==> config.mk <==
export PLATFORM = sky130hd
export DESIGN_NAME = row_deserializer
export DESIGN_NICKNAME = d
export VERILOG_FILES = /design/src/rtl/row_deserializer.sv
export SDC_FILE = /design/constraint.sdc
export NUM_CORES = 1
export LEC_CHECK = 0
export ABC_AREA = 1
export CAP_MARGIN = 20
export CORE_MARGIN = 3
export CORE_UTILIZATION = 30
export CTS_BUF_LIST = sky130_fd_sc_hd__clkbuf_8 sky130_fd_sc_hd__clkbuf_16
export DETAILED_ROUTE_END_ITERATION = 10
export GPL_ROUTABILITY_DRIVEN = 0
export HOLD_SLACK_MARGIN = 0.15
export SLEW_MARGIN = 40
export SYNTH_ARGS = -nofsm -noshare
export SYNTH_HDL_FRONTEND = slang
export SYNTH_SLANG_ARGS = --single-unit
==> constraint.sdc <==
create_clock -name clk -period 11.1 [get_ports clk]
set_input_delay 3.33 -clock clk [delete_from_list [all_inputs] [get_ports clk]]
set_output_delay 3.33 -clock clk [all_outputs]
set_load 0.01 [all_outputs]
==> src/rtl/row_deserializer.sv <==
// rtl/row_deserializer.sv - reassembles chunked grid rows into a 2-entry row FIFO with start-column detect
module row_deserializer #(
    parameter int ROWS      = 142,
    parameter int ROW_WIDTH = 160,
    parameter int CHUNK_W   = 32
) (
    input  logic                 clk,
    input  logic                 reset,
    input  logic [CHUNK_W-1:0]   data,
    input  logic                 enable,
    output logic [ROW_WIDTH-1:0] row_data,
    output logic [7:0]           row_idx,
    output logic                 row_valid,
    input  logic                 row_ready,
    output logic [7:0]           start_col,
    output logic                 start_valid,
    output logic                 frame_done,
    output logic                 overflow
);

    localparam int CHUNKS = ROW_WIDTH / CHUNK_W;
    localparam int CW     = (CHUNKS > 1) ? $clog2(CHUNKS) : 1;
    localparam int SH_W   = ROW_WIDTH - CHUNK_W;

    typedef enum logic [1:0] {IDLE, FILL, DONE} state_t;

    state_t                state_q, state_d;
    logic [CW-1:0]         chunk_cnt_q, chunk_cnt_d;
    logic [7:0]            row_cnt_q, row_cnt_d;
    logic [SH_W-1:0]       shreg_q, shreg_d;
    logic [1:0]            fifo_cnt_q, fifo_cnt_d;
    logic [ROW_WIDTH-1:0]  head_data_q, head_data_d;
    logic [7:0]            head_idx_q, head_idx_d;
    logic [ROW_WIDTH-1:0]  tail_data_q, tail_data_d;
    logic [7:0]            tail_idx_q, tail_idx_d;
    logic                  row_valid_q, row_valid_d;
    logic [7:0]            start_col_q, start_col_d;
    logic                  start_valid_q, start_valid_d;
    logic                  frame_done_q, frame_done_d;
    logic                  overflow_q, overflow_d;

    logic [ROW_WIDTH-1:0]  assembled;
    logic                  take;
    logic                  row_end;
    logic                  pop;

    // Column index counts from the MSB; 0xFF means the row has no set bit.
    function automatic logic [7:0] leftmost_one(input logic [ROW_WIDTH-1:0] r);
        logic [7:0] idx;
        idx = 8'hFF;
        for (int i = 0; i < ROW_WIDTH; i++) begin
            if (r[i]) idx = 8'(ROW_WIDTH - 1 - i);
        end
        return idx;
    endfunction

    always_comb begin
        assembled     = {shreg_q, data};
        take          = enable && (state_q != DONE);
        row_end       = take && (chunk_cnt_q == CW'(CHUNKS - 1));
        pop           = (fifo_cnt_q != 2'd0) && row_ready;

        state_d       = state_q;
        chunk_cnt_d   = chunk_cnt_q;
        row_cnt_d     = row_cnt_q;
        shreg_d       = shreg_q;
        fifo_cnt_d    = fifo_cnt_q;
        head_data_d   = head_data_q;
        head_idx_d    = head_idx_q;
        tail_data_d   = tail_data_q;
        tail_idx_d    = tail_idx_q;
        start_col_d   = start_col_q;
        start_valid_d = start_valid_q;
        overflow_d    = overflow_q;

        if (take) begin
            shreg_d = assembled[SH_W-1:0];
            if (state_q == IDLE) state_d = FILL;
            if (row_end) begin
                chunk_cnt_d = '0;
                row_cnt_d   = row_cnt_q + 8'd1;
                if (row_cnt_q == 8'(ROWS - 1)) state_d = DONE;
                if (row_cnt_q == 8'd0) begin
                    start_col_d   = leftmost_one(assembled);
                    start_valid_d = 1'b1;
                end
            end else begin
                chunk_cnt_d = chunk_cnt_q + CW'(1);
            end
        end

        // Pop first so that a full FIFO can still accept a same-cycle push.
        if (pop) begin
            fifo_cnt_d = fifo_cnt_q - 2'd1;
            if (fifo_cnt_q == 2'd2) begin
                head_data_d = tail_data_q;
                head_idx_d  = tail_idx_q;
            end
        end

        if (row_end) begin
            if ((fifo_cnt_q != 2'd2) || pop) begin
                if (fifo_cnt_d == 2'd0) begin
                    head_data_d = assembled;
                    head_idx_d  = row_cnt_q;
                end else begin
                    tail_data_d = assembled;
                    tail_idx_d  = row_cnt_q;
                end
                fifo_cnt_d = fifo_cnt_d + 2'd1;
            end else begin
                overflow_d = 1'b1;
            end
        end

        row_valid_d  = (fifo_cnt_d != 2'd0);
        frame_done_d = frame_done_q || ((state_d == DONE) && (fifo_cnt_d == 2'd0));
    end

    always_ff @(posedge clk) begin
        if (reset) begin
            state_q       <= IDLE;
            chunk_cnt_q   <= '0;
            row_cnt_q     <= '0;
            shreg_q       <= '0;
            fifo_cnt_q    <= '0;
            head_data_q   <= '0;
            head_idx_q    <= '0;
            tail_data_q   <= '0;
            tail_idx_q    <= '0;
            row_valid_q   <= 1'b0;
            start_col_q   <= '0;
            start_valid_q <= 1'b0;
            frame_done_q  <= 1'b0;
            overflow_q    <= 1'b0;
        end else begin
            state_q       <= state_d;
            chunk_cnt_q   <= chunk_cnt_d;
            row_cnt_q     <= row_cnt_d;
            shreg_q       <= shreg_d;
            fifo_cnt_q    <= fifo_cnt_d;
            head_data_q   <= head_data_d;
            head_idx_q    <= head_idx_d;
            tail_data_q   <= tail_data_d;
            tail_idx_q    <= tail_idx_d;
            row_valid_q   <= row_valid_d;
            start_col_q   <= start_col_d;
            start_valid_q <= start_valid_d;
            frame_done_q  <= frame_done_d;
            overflow_q    <= overflow_d;
        end
    end

    assign row_data    = head_data_q;
    assign row_idx     = head_idx_q;
    assign row_valid   = row_valid_q;
    assign start_col   = start_col_q;
    assign start_valid = start_valid_q;
    assign frame_done  = frame_done_q;
    assign overflow    = overflow_q;

endmodule

==> results of run 1 <==
==> worst max-delay path: cells and delay by family <==
kind / cells / cell delay, ns
AND/OR/NAND/NOR: 158 / 7.84
buffers and inverters: 1 / 0.24
AO/OA/AOI/OAI: 1 / 0.11
==> logic make-up after synthesis <==
family	after synthesis	share of synthesized area (%)
XOR/XNOR	1	0.0423
multiplexers	168	9.14
buffers and inverters	363	10.0
AND/OR/NAND/NOR	478	9.01
flip-flops	491	47.5
adder cells (fa/ha/maj)	8	0.484
AO/OA/AOI/OAI	978	23.8
==> cell usage after synthesis, types with 2 or more instances <==
cell,number
o21ai_0,479
dfxtp_1,491
nor2_1,140
inv_1,82
nand3_1,20
clkinv_1,10
nor4_1,7
nor3_1,10
nand4_1,5
nand2_1,295
o31ai_1,3
o21ai_1,3
buf_1,5
a31oi_1,2
clkbuf_1,169
bufinv_8,52
inv_2,44
ha_1,8
a211oi_1,2
mux2_2,168
a21oi_1,484
==> registers in the layout, indices dropped and copies added, names as in the netlist, 2 cells and up <==
signal,count
chunk_cnt_q,3
fifo_cnt_q,2
row_cnt_q,8
row_data,160
row_idx,8
shreg_q,128
start_col,8
state_q,2
tail_data_q,160
tail_idx_q,8
==> cells in the final DEF (no fill, tap or decap), drive strengths merged <==
cell           synthesis  layout
a211oi                 2       2
o21bai                 1       1
nand2                295     295
ha                     8       8
clkdlybuf4s50          0     207
clkinvlp               0       1
a31oi                  2       2
o21ai                482     482
clkinv                11      19
clkbuf               169      63
nor4                   7       7
xor2                   1       1
nor3                  10      10
nor2                 140     140
clkdlybuf4s15          0       1
o311ai                 2       2
diode                  0       1
o31ai                  3       3
bufinv                52      61
a21oi                485     485
o2111ai                1       1
buf                    5      56
dlygate4sd2            0       6
and2                   1       1
nand3                 20      20
inv                  126     141
nand4                  5       5
mux2                 168     168
dfxtp                491     491
==> cell type report <==
cell class	instances	area share [%]
repair buffers	271	10.6
flip-flops and latches	491	38.2
clock inverters	33	1.50
diodes	1	0.00972
multi-input cells	1633	34.3
well taps	873	4.24
inverters	189	5.57
clock buffers	62	5.63
==> where the power goes <==
| part | switching [mW] | internal [mW] | total, mW |
|---|---|---|---|
| registers | 0.0409 | 1.81 | 1.85 |
| clock network | 0.734 | 1.13 | 1.87 |
| logic | 0.228 | 0.157 | 0.385 |
==> stage by stage <==
step	total power [mW]	area [um2]
global route	4.26	25800
global placement	2.27	23800
CTS	4.14	25700
detailed placement	2.27	23900
finish	4.10	25800
floorplan	2.12	20700
==> how the worst min path moves through the flow <==
stage,start,end,slack [ns],cells after the start
2_1_floorplan,row_cnt_q[6],row_cnt_q[6],0.42,1
3_3_place_gp,row_cnt_q[6],row_cnt_q[6],0.44,1
3_5_place_dp,row_cnt_q[6],row_cnt_q[6],0.44,1
4_1_cts,row_cnt_q[6],row_cnt_q[6],0.45,1
5_1_grt,row_cnt_q[6],row_cnt_q[6],0.49,1
6_report,row_cnt_q[6],row_cnt_q[6],0.45,1
==> repair_timing <==
action / CTS / global route
pin swaps: 2 / 1
resized for setup: 12 / 3
setup endpoints to repair: 1 / 1
==> per-layer routing <==
layer | vias to the layer above | wire length, um
met5 | - | 0
met4 | 0 | 1350
met3 | 87 | 3660
met2 | 382 | 29200
met1 | 8036 | 28900
li1 | 8763 | -
==> flow_metrics.tcl, run 1 <==
set metrics [dict create \
    outcome "finished, final reports clean" \
    start_kind "primary input" \
    worstRegToRegCells 128 \
    seqCellArea_um2 9830 \
    io_buffers 215 \
    max_stage_delay_ns 0.24 \
    rsz0062_at_grt "yes" \
    vdd_drop_max_mv 0.0949 \
    final_max_slew_viol_count 0 \
    firstDrtPassIters 6 \
    final_util_pct 38.0 \
    finalSetupViolCount 0 \
    dp_slack_ns -0.795 \
    nNetsFinal 2683 \
    synth_nets 2531 \
    worst_slew_pin_slew_ns 0.822 \
    io_pins 216 \
    relSlewSlack_pct 44.7 \
    grt_use_total_pct 17.1 \
    clock_latency_ns 0.61 \
    cp_slowest_cell "dlygate4sd2_1" \
    cp_max_fo 2 \
    crit_path_end_kind "register" \
    cts_root_buf "clkbuf_16" \
    met3_usage_pct 3.62 \
    hold_class "register to register" \
    whs_ns 0.454 \
    synth.largest_area_cell "dfxtp_1" \
    cp.arrival_ns 11.58 \
    use_met2_pct 27.7 \
    cts_tree "built" \
    vias 17300 \
    p_leak_nw 10.6 \
    syn_inst 2487 \
    postCtsHoldBufs 0 \
    ys_seq_area_share_pct 47.5 \
    tns_ns 0 \
    crit_required_ns 11.63 \
    final_cells 3553 \
    crit_path_frequent_cell "nand2_1" \
    synth.distinct_cells 29 \
    yosysTopAreaCellShare_pct 47.5 \
    grt_max_degree 194 \
    die_height_um 269 \
    overflow 0 \
    ant_nets 0 \
    grt_antenna_before_repair 1 \
    placed_cells 3457 \
    initial_core_util_pct 30.6 \
    area_delta_synth_final_pct 24.4 \
    finalClockSkew_ns 0.0257 \
    fin_crit_ns 11.06 \
    hpwl_mm 44.5 \
    syn-mean-instance-area_um2 8.32 \
    drtIter0Drc 1435 \
    drive_gt1_share_pct 15.5 \
    path_clk_slew_ns 0.06 \
    endpoint "start_col[0]" \
    synthArstFlopShare_pct 0 \
    setup_ws_ns 0.0404 \
    core_um2 67800 \
    ys_ff_latch 491 \
    fill_cells 6912 \
    hold_viol 0 \
    rows 95 \
    synthesis.area_um2 20700 \
    cts-buffers-inserted 53 \
    cap_violations 0 \
    rr_endpoint "start_col[0]" \
    drt-total-wl_mm 63.1 \
    multi_input_area_um2 8840 \
    grt_pass1_wl_mm 97.3 \
    yosys_warnings 0 \
    cts_buffer_depth 3 \
    grt_pass1_vias 16200 \
    rrSetupSlack_ns 4.03 \
    post_drt_wl_per_cell_um 17.7 \
    max_freq_mhz 90.4 \
    cts.sink_count 491 \
    final.period_utilization_pct 99.6 \
    dieArea_um2 72200 \
    busiest_layer "met2" \
    ys.flop_type "dfxtp_1" \
    cts_setup_buffers 0 \
    rr_startpoint "shreg_q[2]" \
    met1_usage_pct 23.3 \
    vias_per_cell 4.86 \
    power.density_nw_per_um2 159 \
    startpoint "data[1]" \
    worstSetupPathType "primary input to register" \
    htreeDepth 2 \
    drc_errors 0 \
    synth-edff-count 0 \
    die_w_um 269 \
    synth_area_leaders "dfxtp_1 (47%), a21oi_1 (12%), o21ai_0 (12%), mux2_2 (9.1%), nand2_1 (5.3%)" \
]
(Power assumes the default switching activity.)
==> run 2, diff against run 1 <==
ABC_AREA = 0   (was 1)
clock period = 11.3 ns   (was 11.1 ns; I/O delays follow)
==> flow_metrics.tcl, run 2 <==
set metrics [dict create \
    post_drt_wl_per_cell_um 18.8 \
    p_leak_nw 9.76 \
    die_w_um 269 \
    final.period_utilization_pct 51.2 \
    path_buf_inv 3 \
    hold_viol 0 \
    cts_tree "built" \
    drc_errors 0 \
    outcome "finished, final reports clean" \
    cts_buffer_depth 3 \
    die_height_um 269 \
    vias 18300 \
    relSlewSlack_pct 39.9 \
    hpwl_mm 43.0 \
    start_kind "primary input" \
    crit_required_ns 11.82 \
    rsz0062_at_grt "no" \
    synth_nets 2635 \
    p_switching_mw 0.896 \
    grt_max_degree 181 \
    htreeDepth 2 \
    synth.largest_area_cell "dfxtp_1" \
    final_max_slew_viol_count 0 \
    grt_pass1_wl_mm 102 \
    final_util_pct 36.8 \
    ys_top_cells_by_count "nand2_1 (630), dfxtp_1 (491), a21oi_1 (343)" \
    area_delta_synth_final_pct 20.7 \
    cts-buffers-inserted 52 \
    finalSetupViolCount 0 \
    syn-mean-instance-area_um2 7.98 \
    synth.distinct_cells 57 \
    synthesis.area_um2 20700 \
    pwr-share-comb_pct 5.7 \
    syn_inst 2591 \
    clock_latency_ns 0.60 \
    ant_nets 0 \
    path_delay_family "buffers and inverters" \
    p_int_mw 2.80 \
    drive_gt1_share_pct 4.06 \
    cts.sink_count 491 \
    vdd_drop_max_mv 0.0880 \
    dieArea_um2 72100 \
    synth_area_leaders "dfxtp_1 (48%), nand2_1 (11%), a21oi_1 (8.3%), mux2i_1 (8.2%), a211oi_1 (6.4%)" \
    firstDrtPassIters 6 \
    synth-edff-count 0 \
    yosysTopAreaCellShare_pct 47.5 \
    grt_use_total_pct 17.8 \
    core_um2 67800 \
    drtIter0Drc 1613 \
    power.density_nw_per_um2 148 \
    yosysMostFrequentCell "nand2_1" \
    overflow 0 \
    initial_core_util_pct 30.5 \
    cap_violations 0 \
    synthArstFlopShare_pct 0 \
    clockPowerShare_pct 45.7 \
    cp.arrival_ns 6.30 \
    path_cells "clkdlybuf4s50_1 -> nand4_1 -> a21oi_1 -> nor2b_4 -> buf_4 -> buf_12 -> nand2_1 -> a21oi_1" \
    fin_crit_ns 5.78 \
    grt_antenna_before_repair 0 \
    cts_root_buf "clkbuf_16" \
    cp_slowest_cell "nor2b_4" \
    nNetsFinal 2691 \
    ys_seq_area_share_pct 47.5 \
    worstRegToRegCells 10 \
    cp_num_cells 8 \
    hold_class "register to register" \
    grt_pass1_vias 16700 \
    final_common_cell "nand2_1" \
    yosys_warnings 0 \
    whs_path_depth 2 \
    cp_max_fo 46 \
    power.share.sequential_pct 48.6 \
    io_buffers 215 \
    worst_slew_pin_slew_ns 0.902 \
    max_freq_mhz 173 \
    io_pins 216 \
    cts_setup_buffers 0 \
    crit_path_frequent_cell "a21oi_1" \
    vias_per_cell 5.15 \
    crit_path_end_kind "register" \
    ys.flop_type "dfxtp_1" \
    drt-total-wl_mm 67.1 \
    finalClockSkew_ns 0.0213 \
    tns_ns 0 \
    max_stage_delay_ns 0.60 \
    p_sw_share_pct 24.2 \
    path_clk_slew_ns 0.06 \
    worstSetupPathType "primary input to register" \
    postCtsHoldBufs 0 \
    ys_ff_latch 491 \
    layout_common_cells "nand2_1 (628), dfxtp_1 (491), a21oi_1 (343), nor2_1 (259), clkdlybuf4s50_1 (214)" \
    rows 95 \
    antenna_cells 0 \
    cts_resized 0 \
]
[run 2: logic make-up (layout without fill, tap and decap cells)]
logic type	count (synthesis)	count (layout)	synth area share (%)
compound gates	618	618	18.0
flops	491	491	47.5
fa+ha+maj	8	8	0.484
simple gates	1024	1024	20.3
buf+inv	271	365	5.06
xor+xnor	9	9	0.381
mux	170	170	8.23
[run 2: power groups by stage]
stage                     clock (mW)  combinational (mW)  sequential (mW)
after floorplan                    0               0.145             1.80
after global placement             0               0.210             1.83
after detailed placement           0               0.211             1.83
after CTS                       1.73               0.212             1.79
after global routing            1.80               0.234             1.80
final                           1.69               0.211             1.80
[run 2: worst paths after layout]
| kind | start | end | slack, ns |
|---|---|---|---|
| hold / removal | tail_data_q[123] | tail_data_q[123] | 0.45 |
| hold reg to reg | tail_data_q[123] | tail_data_q[123] | 0.45 |
| setup / recovery | enable | tail_data_q[82] | 5.52 |
| setup reg to reg | fifo_cnt_q[0] | row_data[82] | 8.16 |
[run 2: worst min-delay path, delay by kind of cell, from the launching register on]
kind,cells,cell delay (ns)
and+or+nand+nor,1,0.05
AOI/OAI and AO/OA,1,0.05
DFF,1,0.30
[run 2: cell type report]
| class | count | area, um2 |
|---|---|---|
| Clock buffer | 63 | 1450 |
| Sequential cell | 491 | 9830 |
| Inverter | 42 | 158 |
| Multi-Input combinational cell | 1829 | 9840 |
| Timing Repair Buffer | 231 | 2360 |
| Fill cell | 7015 | 42800 |
| Tap cell | 873 | 1090 |
| Clock inverter | 29 | 224 |
[run 2: per-layer routing]
metal | global-route usage (%) | up-vias | wire (um)
li1 | - | 8988 | -
met1 | 24.2 | 8639 | 29900
met5 | 0 | - | 0
met2 | 29.5 | 587 | 31700
met3 | 2.75 | 109 | 3920
met4 | 4.94 | 0 | 1550
[run 2: through the flow]
step	hold slack, ns	setup WS, ns	instance area [um2]	cells	power, mW
2_1_floorplan	0.436	6.15	20700	2591	1.95
3_3_place_gp	0.442	4.84	23200	3464	2.04
3_5_place_dp	0.446	4.87	23200	3465	2.04
4_1_cts	0.454	5.46	24900	3557	3.73
5_1_grt	0.468	5.24	25000	3558	3.83
6_report	0.451	5.52	25000	3558	3.70
